[src/rtl/muon_event_buffer_pkg.sv]
// Shared constants, FSM encoding and helpers for the muon event buffer.
package muon_event_buffer_pkg;

  // Sample width of the ADC0/ADC1/ADC2/ADC_SSD streams.
  localparam int ADC_WIDTH = 12;

  // Default buffer geometry.
  localparam int MUON_BUF_DEPTH     = 16;
  localparam int MUON_BUF_TS_WIDTH  = 24;
  localparam int MUON_BUF_WIN_WIDTH = 5;

  // Width of the saturating statistics counters.
  localparam int STAT_WIDTH = 16;

  // Capture FSM encoding.
  typedef enum logic [1:0] {
    ST_IDLE   = 2'd0,
    ST_WINDOW = 2'd1,
    ST_WRITE  = 2'd2
  } cap_state_t;

  // Unsigned maximum of two samples.
  function automatic logic [ADC_WIDTH-1:0] adc_max(input logic [ADC_WIDTH-1:0] a,
                                                   input logic [ADC_WIDTH-1:0] b);
    return (a > b) ? a : b;
  endfunction

endpackage

[src/rtl/muon_buf_fifo.sv]
// First-word-fall-through FIFO with a registered head. The storage array has
// no reset so it can map onto block RAM; the head register is loaded from the
// next read address, with a bypass when the word being written becomes the head.
module muon_buf_fifo #(
  parameter int WIDTH = 32,
  parameter int DEPTH = 16
) (
  input  logic                       CLK120,
  input  logic                       RESET_N,
  input  logic [WIDTH-1:0]           PUSH_DATA,
  input  logic                       PUSH,
  input  logic                       POP,
  output logic [WIDTH-1:0]           HEAD_DATA,
  output logic                       HEAD_VALID,
  output logic                       FULL,
  output logic                       EMPTY,
  output logic [$clog2(DEPTH):0]     COUNT
);

  localparam int AW = $clog2(DEPTH);

  logic [WIDTH-1:0] mem [DEPTH];
  logic [AW:0]      wr_ptr_reg, wr_ptr_next;
  logic [AW:0]      rd_ptr_reg, rd_ptr_next;
  logic [WIDTH-1:0] head_data_reg;
  logic             head_valid_reg;
  logic             do_push, do_pop;

  // Pointers carry one extra bit so full and empty are distinguishable.
  assign EMPTY   = (wr_ptr_reg == rd_ptr_reg);
  assign FULL    = (wr_ptr_reg[AW-1:0] == rd_ptr_reg[AW-1:0]) &&
                   (wr_ptr_reg[AW] != rd_ptr_reg[AW]);
  assign COUNT   = wr_ptr_reg - rd_ptr_reg;
  assign do_pop  = POP && !EMPTY;
  // A full FIFO still accepts a word when the head leaves in the same cycle.
  assign do_push = PUSH && (!FULL || do_pop);

  assign wr_ptr_next = wr_ptr_reg + (AW+1)'(do_push);
  assign rd_ptr_next = rd_ptr_reg + (AW+1)'(do_pop);

  assign HEAD_DATA  = head_data_reg;
  assign HEAD_VALID = head_valid_reg;

  // Storage write port.
  always_ff @(posedge CLK120) begin
    if (do_push) begin
      mem[wr_ptr_reg[AW-1:0]] <= PUSH_DATA;
    end
  end

  // Read/write pointer registers.
  always_ff @(posedge CLK120 or negedge RESET_N) begin
    if (!RESET_N) begin
      wr_ptr_reg <= '0;
      rd_ptr_reg <= '0;
    end else begin
      wr_ptr_reg <= wr_ptr_next;
      rd_ptr_reg <= rd_ptr_next;
    end
  end

  // Registered head: holds still while no pop occurs.
  always_ff @(posedge CLK120 or negedge RESET_N) begin
    if (!RESET_N) begin
      head_data_reg  <= '0;
      head_valid_reg <= 1'b0;
    end else begin
      head_valid_reg <= (wr_ptr_next != rd_ptr_next);
      if (do_push && (wr_ptr_reg == rd_ptr_next)) begin
        head_data_reg <= PUSH_DATA;
      end else begin
        head_data_reg <= mem[rd_ptr_next[AW-1:0]];
      end
    end
  end

endmodule

[src/rtl/muon_event_buffer.sv]
// Captures each muon trigger with a timestamp and per-channel peak amplitudes
// over a programmable window, and queues the records for readout.
module muon_event_buffer
  import muon_event_buffer_pkg::*;
#(
  parameter int DEPTH     = MUON_BUF_DEPTH,
  parameter int TS_WIDTH  = MUON_BUF_TS_WIDTH,
  parameter int WIN_WIDTH = MUON_BUF_WIN_WIDTH
) (
  input  logic                            CLK120,
  input  logic                            RESET_N,
  input  logic                            ENABLE,
  input  logic                            MUON_TRIG,
  input  logic [ADC_WIDTH-1:0]            ADC0,
  input  logic [ADC_WIDTH-1:0]            ADC1,
  input  logic [ADC_WIDTH-1:0]            ADC2,
  input  logic [ADC_WIDTH-1:0]            ADC_SSD,
  input  logic [WIN_WIDTH-1:0]            WIN_LEN,
  input  logic                            CLR_CNT,
  output logic [TS_WIDTH+4*ADC_WIDTH-1:0] OUT_DATA,
  output logic                            OUT_VALID,
  input  logic                            OUT_READY,
  output logic [$clog2(DEPTH):0]          FIFO_COUNT,
  output logic [STAT_WIDTH-1:0]           DEAD_CNT,
  output logic [STAT_WIDTH-1:0]           OVFL_CNT
);

  localparam int REC_WIDTH = TS_WIDTH + 4*ADC_WIDTH;

  cap_state_t              state_reg, state_next;
  logic [TS_WIDTH-1:0]     ts_cnt_reg, ts_lat_reg;
  logic [WIN_WIDTH:0]      win_n_reg, samp_cnt_reg, samp_cnt_inc;
  logic [4*ADC_WIDTH-1:0]  adc_flat, peaks_flat;
  logic [STAT_WIDTH-1:0]   dead_cnt_reg, ovfl_cnt_reg;
  logic                    start, sample, write;
  logic                    fifo_full, fifo_empty, fifo_pop;
  logic                    dead_inc, ovfl_inc;

  assign adc_flat     = {ADC_SSD, ADC2, ADC1, ADC0};
  assign samp_cnt_inc = samp_cnt_reg + (WIN_WIDTH+1)'(1);
  assign fifo_pop     = !fifo_empty && OUT_READY;
  assign dead_inc     = MUON_TRIG && ENABLE && (state_reg != ST_IDLE);
  assign ovfl_inc     = write && fifo_full && !fifo_pop;
  assign DEAD_CNT     = dead_cnt_reg;
  assign OVFL_CNT     = ovfl_cnt_reg;

  // Capture FSM next state; a one-sample window goes straight to WRITE.
  always_comb begin
    state_next = state_reg;
    start      = 1'b0;
    sample     = 1'b0;
    write      = 1'b0;
    case (state_reg)
      ST_IDLE: begin
        if (MUON_TRIG && ENABLE) begin
          start      = 1'b1;
          state_next = (WIN_LEN == '0) ? ST_WRITE : ST_WINDOW;
        end
      end
      ST_WINDOW: begin
        sample = 1'b1;
        if (samp_cnt_inc == win_n_reg) begin
          state_next = ST_WRITE;
        end
      end
      ST_WRITE: begin
        write      = 1'b1;
        state_next = ST_IDLE;
      end
      default: state_next = ST_IDLE;
    endcase
  end

  // FSM state register.
  always_ff @(posedge CLK120 or negedge RESET_N) begin
    if (!RESET_N) state_reg <= ST_IDLE;
    else          state_reg <= state_next;
  end

  // Free-running timestamp plus per-capture latches (TS, window length, count).
  always_ff @(posedge CLK120 or negedge RESET_N) begin
    if (!RESET_N) begin
      ts_cnt_reg   <= '0;
      ts_lat_reg   <= '0;
      win_n_reg    <= '0;
      samp_cnt_reg <= '0;
    end else begin
      ts_cnt_reg <= ts_cnt_reg + TS_WIDTH'(1);
      if (start) begin
        ts_lat_reg   <= ts_cnt_reg;
        win_n_reg    <= {1'b0, WIN_LEN} + (WIN_WIDTH+1)'(1);
        samp_cnt_reg <= (WIN_WIDTH+1)'(1);
      end else if (sample) begin
        samp_cnt_reg <= samp_cnt_inc;
      end
    end
  end

  // One running-maximum register per channel, loaded with the trigger sample.
  generate
    for (genvar gi = 0; gi < 4; gi++) begin : g_peak
      logic [ADC_WIDTH-1:0] peak_reg;
      logic [ADC_WIDTH-1:0] adc_s;
      assign adc_s = adc_flat[gi*ADC_WIDTH +: ADC_WIDTH];
      always_ff @(posedge CLK120 or negedge RESET_N) begin
        if (!RESET_N)    peak_reg <= '0;
        else if (start)  peak_reg <= adc_s;
        else if (sample) peak_reg <= adc_max(peak_reg, adc_s);
      end
      assign peaks_flat[gi*ADC_WIDTH +: ADC_WIDTH] = peak_reg;
    end
  endgenerate

  // Saturating statistics; a clear wins over a same-cycle increment.
  always_ff @(posedge CLK120 or negedge RESET_N) begin
    if (!RESET_N) begin
      dead_cnt_reg <= '0;
      ovfl_cnt_reg <= '0;
    end else if (CLR_CNT) begin
      dead_cnt_reg <= '0;
      ovfl_cnt_reg <= '0;
    end else begin
      if (dead_inc && (dead_cnt_reg != '1)) dead_cnt_reg <= dead_cnt_reg + STAT_WIDTH'(1);
      if (ovfl_inc && (ovfl_cnt_reg != '1)) ovfl_cnt_reg <= ovfl_cnt_reg + STAT_WIDTH'(1);
    end
  end

  muon_buf_fifo #(
    .WIDTH (REC_WIDTH),
    .DEPTH (DEPTH)
  ) u_fifo (
    .CLK120     (CLK120),
    .RESET_N    (RESET_N),
    .PUSH_DATA  ({ts_lat_reg, peaks_flat}),
    .PUSH       (write),
    .POP        (fifo_pop),
    .HEAD_DATA  (OUT_DATA),
    .HEAD_VALID (OUT_VALID),
    .FULL       (fifo_full),
    .EMPTY      (fifo_empty),
    .COUNT      (FIFO_COUNT)
  );

endmodule
[config.mk]
export PLATFORM = sky130hd
export DESIGN_NAME = muon_event_buffer
export DESIGN_NICKNAME = d
export VERILOG_FILES = /design/src/rtl/muon_event_buffer_pkg.sv /design/src/rtl/muon_buf_fifo.sv /design/src/rtl/muon_event_buffer.sv
export SDC_FILE = /design/constraint.sdc
export NUM_CORES = 1
export LEC_CHECK = 0
export ABC_AREA = 1
export BUFFER_PORTS_ARGS = -buffer_cell sky130_fd_sc_hd__buf_2
export CAP_MARGIN = 40
export CORE_MARGIN = 5
export CORE_UTILIZATION = 50
export DETAILED_ROUTE_END_ITERATION = 12
export PLACE_DENSITY = 0.67
export SYNTH_ARGS = -nofsm -noshare
export SYNTH_HDL_FRONTEND = slang
export SYNTH_SLANG_ARGS = --single-unit
[constraint.sdc]
create_clock -name CLK120 -period 6.85 [get_ports CLK120]
set_input_delay 0.685 -clock CLK120 [delete_from_list [all_inputs] [get_ports CLK120]]
set_output_delay 0.685 -clock CLK120 [all_outputs]
set_load 0.005 [all_outputs]
---- Word-level counts from Yosys, hierarchy flattened ----
Memory sizes are Yosys's and may differ from the RTL's.
Cells that the tools add are included.
cells by class
  $add $sub $neg .......................... 8
  magnitude comparators ................... 4
  equality and inequality tests ........... 16
  multiplexer cells ....................... 29
  reduce and logical (&&, ||, !) cells .... 26
operators with widths
  kind                                           number
  two-way mux 12 bit                             12
  two-way mux 72 bit                             1
  two-way mux 16 bit                             4
  > comparator 12 bit                            4
  adder 16 x 1 -> 16 bit, second input constant  2
  inequality test 16 bit, second input constant  2
  adder 24 x 1 -> 24 bit, second input constant  1
  two-way mux 6 bit                              2
  inequality test 2 bit, second input constant   6
  logical AND 1 bit                              11
  adder 5 x 1 -> 5 bit                           2
  == test 5 bit                                  2
  AND reduction 2 bit                            5
  nonzero test 2 bit                             4
  adder 5 x 1 -> 6 bit, second input constant    1
  adder 6 x 1 -> 6 bit, second input constant    1
  == test 6 bit                                  1
  two-way mux 1 bit                              6
  two-way mux 2 bit                              3
  zero test 5 bit                                1
  inequality test 5 bit                          1
  subtractor 5 bit                               1
  == test 4 bit                                  1
  case mux 2 bit (2 select lines)                1
  other kinds (6)                                8
word-level totals
  bits in registers ....................... 225
  memory bits (writable) .................. 1152
  input port bits ......................... 59
  output and inout bits ................... 110
  word-level logic and storage cells ...... 99
  memories kept ........................... 1
memory list
  name        words  bits a word  rd ports  clocked after Yosys merged registers in  write ports  RTL line             text
  u_fifo.mem  16     72           1         0                                        1            muon_buf_fifo.sv:22  logic [WIDTH-1:0] mem [DEPTH];

---- Depth between registers and ports, before layout ----
  word-level depth ........................ 8
  mapped depth ............................ 17
  depth with buffers taken out ............ 15

---- By module ----
From an unflattened synthesis, not the netlist that was laid out.
second synthesis, totals
  cell total of the unflattened synthesis .. 5794
  area total of the unflattened synthesis .. 59313.1 sq um
by module, submodules not included
  module             instances  cells each  area an instance (sq um)  sequential area each (sq um)
  muon_buf_fifo      1          4715        50973.9                   36670.2
  muon_event_buffer  1          1079        8339.2                    3553.4

---- Least setup slack after synthesis ----
No wires, ideal clock.
  path kind ............................... flip-flop to flip-flop
  from .................................... register u_fifo.rd_ptr_reg[3]
  to ...................................... memory u_fifo.mem[10][0] in the netlist's numbering, enable pin
  library setup time ...................... 0.503 ns
  arrival ................................. 4.355 ns
  data required time ...................... 6.347 ns
  path slack .............................. 1.992 ns
  stages on the path, launching flop included .. 10
  buffers on the path ..................... 0
  period minus slack after synthesis ...... 4.858 ns
  cells stage by stage .................... dfrtp_1 inv_1 ha_1 nand2_1 nor2_1 nand3_1 nand2_1 inv_1 nand3_1 nor2_1
between the ends
  cells in the longest elaborated chain, start to end .. 8
  elaborated cells between the ends (all ways) .. 11
  classes of those cells .................. 2 x eq/ne; 2 x mux; 7 x reduce/logical
ends and longest elaborated chain
  element                                    RTL line                                      text
  from (decl)                                muon_buf_fifo.sv:24                           logic [AW:0] rd_ptr_reg, rd_ptr_next;
  from (signal assigned)                     muon_buf_fifo.sv:58                           rd_ptr_reg <= rd_ptr_next;
  == test 5 bit                              muon_buf_fifo.sv:30                           assign EMPTY = (wr_ptr_reg == rd_ptr_reg);
  zero test 1 bit                            muon_buf_fifo.sv:34, muon_event_buffer.sv:41
  logical AND 1 bit                          muon_event_buffer.sv:41                       assign fifo_pop = !fifo_empty && OUT_READY;
  logical AND 1 bit                          muon_buf_fifo.sv:34                           assign do_pop = POP && !EMPTY;
  logical OR 1 bit *                         muon_buf_fifo.sv:36                           assign do_push = PUSH && (!FULL || do_pop);
  logical AND 1 bit *                        muon_buf_fifo.sv:36
  two-way mux 1 bit *                        muon_buf_fifo.sv:46                           if (do_push) begin
  two-way mux 1 bit (implied by the code) *  muon_buf_fifo.sv:47                           mem[wr_ptr_reg[AW-1:0]] <= PUSH_DATA;
  to (decl)                                  muon_buf_fifo.sv:22
Mark *: on every way between the ends. The rest lies on a longest branch, timed or not.

---- Worst setup path after layout ----
  from .................................... register u_fifo.rd_ptr_reg[3]
  to ...................................... register u_fifo.head_data_reg[44] (netlist: u_fifo.HEAD_DATA[44])
between the ends
  cells in the longest elaborated chain, start to end .. 8
  elaborated cells between the ends (all ways) .. 14
  classes of those cells .................. 1 x add/sub; 3 x eq/ne; 1 x mux; 8 x reduce/logical; 1 x memory
ends and longest elaborated chain
  element                                                       RTL line                                      text
  == test 5 bit *                                               muon_buf_fifo.sv:30
  zero test 1 bit *                                             muon_buf_fifo.sv:34, muon_event_buffer.sv:41
  logical AND 1 bit                                             muon_event_buffer.sv:41
  logical AND 1 bit *                                           muon_buf_fifo.sv:34
  adder 5 x 1 -> 5 bit *                                        muon_buf_fifo.sv:39                           assign rd_ptr_next = rd_ptr_reg + (AW+1)'(do_pop);
  named net u_fifo.rd_ptr_next[1]                               muon_buf_fifo.sv:24
  branches (longest 2 deep; another with memory (16 x 72 bit))  n/a
  two-way mux 72 bit *                                          muon_buf_fifo.sv:69                           if (do_push && (wr_ptr_reg == rd_ptr_next)) begin
  to (signal assigned)                                          muon_buf_fifo.sv:72                           head_data_reg <= mem[rd_ptr_next[AW-1:0]];
  to (decl)                                                     muon_buf_fifo.sv:25                           logic [WIDTH-1:0] head_data_reg;
Mark *: on every way through the listed nets, which the timed path passes.
A chain may end at the register's enable or synchronous reset.

==> metrics list <==
- The clock passes through at most 3 buffers.
- Count of antenna diodes in the layout: 0
* Post-synthesis cell count: between 5k and 6k
- Highest achievable clock rate: approximately 220 MHz
- Leaving out fill and tap cells, the most frequent cell in the layout is sky130_fd_sc_hd__nand2_1.
- Setup repair after global routing left no endpoint under its margin.
- Summed over all layers, the global routing overflow is 0.
* Worst slack at placement: between 2 and 2.5 ns
- After clock tree synthesis, the clock-pin slew on the worst setup and hold paths is 0.06 ns.
* Postcts setup bufs: 0
- The register with the most flip-flops in the layout has ~1.2k of them.
- Fraction of the cycle the final worst path needs: 0.665
* Net count of the mapped netlist: about 5.4k
- Counting every sink on the clock net gives between 1k and 1.5k.
- Post-synthesis instance area: around 57,000 sq um
* Class of the most critical hold timing path: in -> reg
- Share of post-route cells with drive strength above 1: 0.0870
* Number of storage elements in the synthesis netlist: around 1.4k
- Grouping stages by cell kind, the critical path spends the most delay in buffers and inverters.
- Detailed-route vias per instance: 5.62
- Critical path's most frequent cell: sky130_fd_sc_hd__nand2_1
- Part of the total power dissipated in sequential elements: 0.371
- For this run, asynchronously set or reset flops after synthesis account for 0.163.
- Average cell area after synthesis: between 10 and 15 sq um
- Remaining DRCs: 0
- Internal Dissipation: roughly 19 mW
- For the final database, setup skew stands at ~0.023 ns.
* Height of the die: about 350 microns
* Post-detailed-route wirelength per cell: between 20 and 25 microns
- CTS root buffer: sky130_fd_sc_hd__clkbuf_16
* Clock tree from TritonCTS: built
- The most used flip-flop cell after synthesis is sky130_fd_sc_hd__edfxtp_1.
* Sort of element at the end of the critical path: flip-flop
- Delay of the slowest cell on the worst path: 0.79 ns
- # setup viols final: 0
- The worst path meets setup with about 2.3 ns of slack.
* Post-synth EDFFs: around 1.2k
- STA puts the critical path data arrival time at 5.19 ns.
* DRT antenna net count: 0
- Overall track demand over capacity in global routing: 0.246
- The initial antenna violation count is 5.
- Of the total power, the share spent switching nets is 0.409.
- Together, buffers and inverters on the worst path number 4.
- Relative to the synthesized area, the layout overhead comes to 13.1%.
- Headroom to the max-slew limit: 0.100
- Final-stage net count: 5,476
- The smallest clock period supported by the final layout is computed as 4.55 ns.
* Max_cap viols: 0
- CP cell instances: inv_1, ha_1, nand2_1, nor2_1, a21oi_1, ha_4, ha_4, inv_8, buf_4, buf_4, nand3_1, nand3_1, nand2_1, nand2_1, nand2_1, nand2_1, nand2_1
- PwrDens: ~480 nW/um^2
- The routed layout has about 39k vias.
* Vias in the first global route: ~38k
* DIE AREA: approximately 120,000 sq um
- Wire length of the first global-routing pass: approximately 230 mm
- For this run, the number of Yosys warnings is 0.
- After floorplanning, the core was divided into around 120 placement rows.
* Number of levels in the clock H-tree: 4
* Static leakage power: 25.9 nW
* Number of I/O port buffers: 168
- TritonCTS created around 140 clock buffers.
- The filler cells instantiated in the layout total approximately 9.4k.
* Pin count of the biggest net entering global routing: 220
- Clock power frac: 0.241
- Seq/Total Area, Yosys: 0.702
- The worst setup path is of the reg -> reg kind.
- Highest-count cells in the layout ignoring fill and taps: sky130_fd_sc_hd__nand2_1 (2,032), sky130_fd_sc_hd__edfxtp_1 (1,152), sky130_fd_sc_hd__nand3_1 (1,056), sky130_fd_sc_hd__dfrtp_1 (225), sky130_fd_sc_hd__buf_2 (167)
* Psw: 12.8 mW
* Required time of the worst setup path: ~7.5 ns
- At the later pin of the worst-skew pair, clock insertion delay measures approximately 0.75 ns.
* Slowest stage cell on the critical path: sky130_fd_sc_hd__buf_4
- Number of top-level design ports: around 170
- Initial Util: 0.502
- Routability-driven placement finished with a final weighted congestion of between 0.8 and 0.9.
- The total count of max-transition violations in the final report came to 0.
- Distinct cell type count of the synthesized netlist: 37
- Comb pwr share: 0.388
* Total negative slack for setup checks: 0 ns
* Final HPWL from detailed placement: 78.4 mm
- Measured along the x axis, the die boundary spans between 300 and 400 microns.
- IR analysis of the VDD net gives a maximum drop of around 1.2 mV.
- The flow ran to the end, and the final reports show no timing, DRC or antenna violations.
- Count of routing violations after the opening detailed-route iteration: ~4.4k
- The region available for standard cell placement spans about 110,000 sq um.
- Final Routed Wirelength: 151 mm
- The number of endpoints with negative hold slack in the final report is 0.
* Startpoint type of the worst setup path: flip-flop
* Maximum fanout encountered on the critical timing path: approximately 90
* Pin slew with the least headroom to its limit: about 1.3 ns
* Number of optimization iterations in the first detailed-route pass: 6
==> worst reg2reg max path: cells and delay by family (launching register included) <==
family | cells | cell delay (ns)
buffers and inverters | 4 | 2.13
adder cells (fa/ha/maj) | 3 | 0.79
AND/OR/NAND/NOR | 9 | 0.90
flip-flops | 1 | 0.46
AO/OA/AOI/OAI | 1 | 0.14
==> logic make-up after synthesis <==
logic type                 Yosys count  share of synthesized area
DFF                               1377                      0.702
AOI/OAI and AO/OA                   71                    0.00683
xor gates and xnor gates            50                    0.00777
adders and majority gates           63                     0.0139
buffers and inverters              446                     0.0316
and+or+nand+nor                   3246                      0.238
==> cell usage after synthesis, types with 2 or more instances <==
cell	n	share of area
sky130_fd_sc_hd__inv_2	2	0.00013
sky130_fd_sc_hd__nor3b_1	2	0.00026
sky130_fd_sc_hd__nand3b_1	3	0.00039
sky130_fd_sc_hd__edfxtp_1	1152	0.60
sky130_fd_sc_hd__nand3_1	1057	0.092
sky130_fd_sc_hd__and2_1	4	0.00044
sky130_fd_sc_hd__o22ai_1	3	0.00033
sky130_fd_sc_hd__ha_1	62	0.014
sky130_fd_sc_hd__xor2_1	38	0.0058
sky130_fd_sc_hd__dfrtp_1	225	0.098
sky130_fd_sc_hd__o21bai_1	3	0.00039
sky130_fd_sc_hd__a21o_1	4	0.00052
sky130_fd_sc_hd__nor2_1	91	0.0060
sky130_fd_sc_hd__buf_2	106	0.0093
sky130_fd_sc_hd__nand2_1	2033	0.13
sky130_fd_sc_hd__inv_1	155	0.010
sky130_fd_sc_hd__or2_2	2	0.00022
sky130_fd_sc_hd__clkbuf_1	149	0.0098
sky130_fd_sc_hd__buf_1	33	0.0022
sky130_fd_sc_hd__a21oi_1	19	0.0017
sky130_fd_sc_hd__xnor2_1	11	0.0017
sky130_fd_sc_hd__nand4_1	37	0.0040
sky130_fd_sc_hd__o21ai_0	37	0.0032
sky130_fd_sc_hd__nor3_1	12	0.0010
==> stage by stage <==
step	total power [mW]	util	cell area, sq um	hold WS [ns]	std cells
after floorplan	19.6	-	57300	0.389	5253
after global placement	23.5	0.523	59700	0.460	6702
after detailed placement	23.9	0.528	60200	0.468	6722
after CTS	31.4	0.568	64800	0.142	6985
after global routing	33.4	0.568	64800	0.170	6985
final	31.3	0.568	64800	0.181	6985
==> path summary, 6_finish.rpt <==
check                                               start                            endpoint  slack [ns]  cells after the start
setup / recovery           u_fifo.rd_ptr_reg[3]$_DFF_PN0_      u_fifo.HEAD_DATA[44]$_DFF_PN0_        2.30                     17
hold / removal                                ADC_SSD[11]  g_peak[3].peak_reg[11]$_DFFE_PN0P_        0.18                      3
setup reg to reg           u_fifo.rd_ptr_reg[3]$_DFF_PN0_      u_fifo.HEAD_DATA[44]$_DFF_PN0_        2.30                     17
hold reg to reg                   ts_cnt_reg[0]$_DFF_PN0_             ts_cnt_reg[0]$_DFF_PN0_        0.48                      1
max in group asynchronous                         RESET_N             ts_cnt_reg[7]$_DFF_PN0_        5.13                      3
min in group asynchronous                         RESET_N   g_peak[2].peak_reg[3]$_DFFE_PN0P_        0.52                      2
==> area by class of cell <==
class                   count  area (sq um)  share of cell area
flip-flops and latches   1377         40200               0.621
multi-input cells        3430         15500               0.240
clock inverters            54           569             0.00878
clock buffers             208          3990              0.0616
repair buffers            247          2000              0.0309
inverters                 157           604             0.00932
well taps                1512          1890              0.0292
==> power groups by stage <==
| stage | Sequential [mW] | Clock (mW) | Combinational, mW |
|---|---|---|---|
| after floorplan | 11.3 | 0 | 8.31 |
| after global placement | 11.8 | 0 | 11.8 |
| after global routing | 11.8 | 8.02 | 13.6 |
| after detailed placement | 11.8 | 0 | 12.1 |
| final | 11.6 | 7.55 | 12.2 |
| after CTS | 11.6 | 7.65 | 12.2 |
==> metal layers <==
metal / share of wire / track usage / vias up
li1: - / - / 18200
met1: 0.42 / 0.343 / 19100
met2: 0.48 / 0.402 / 1694
met3: 0.080 / 0.0413 / 279
met4: 0.027 / 0.0736 / 2
met5: 0.000086 / 0 / -
==> repair_timing <==
item                      in CTS  in global routing
gates resized for setup        0                  0
hold buffers                   1                  0
hold endpoints to repair      68                  0
Note: power is estimated with default switching activity, not from simulation.
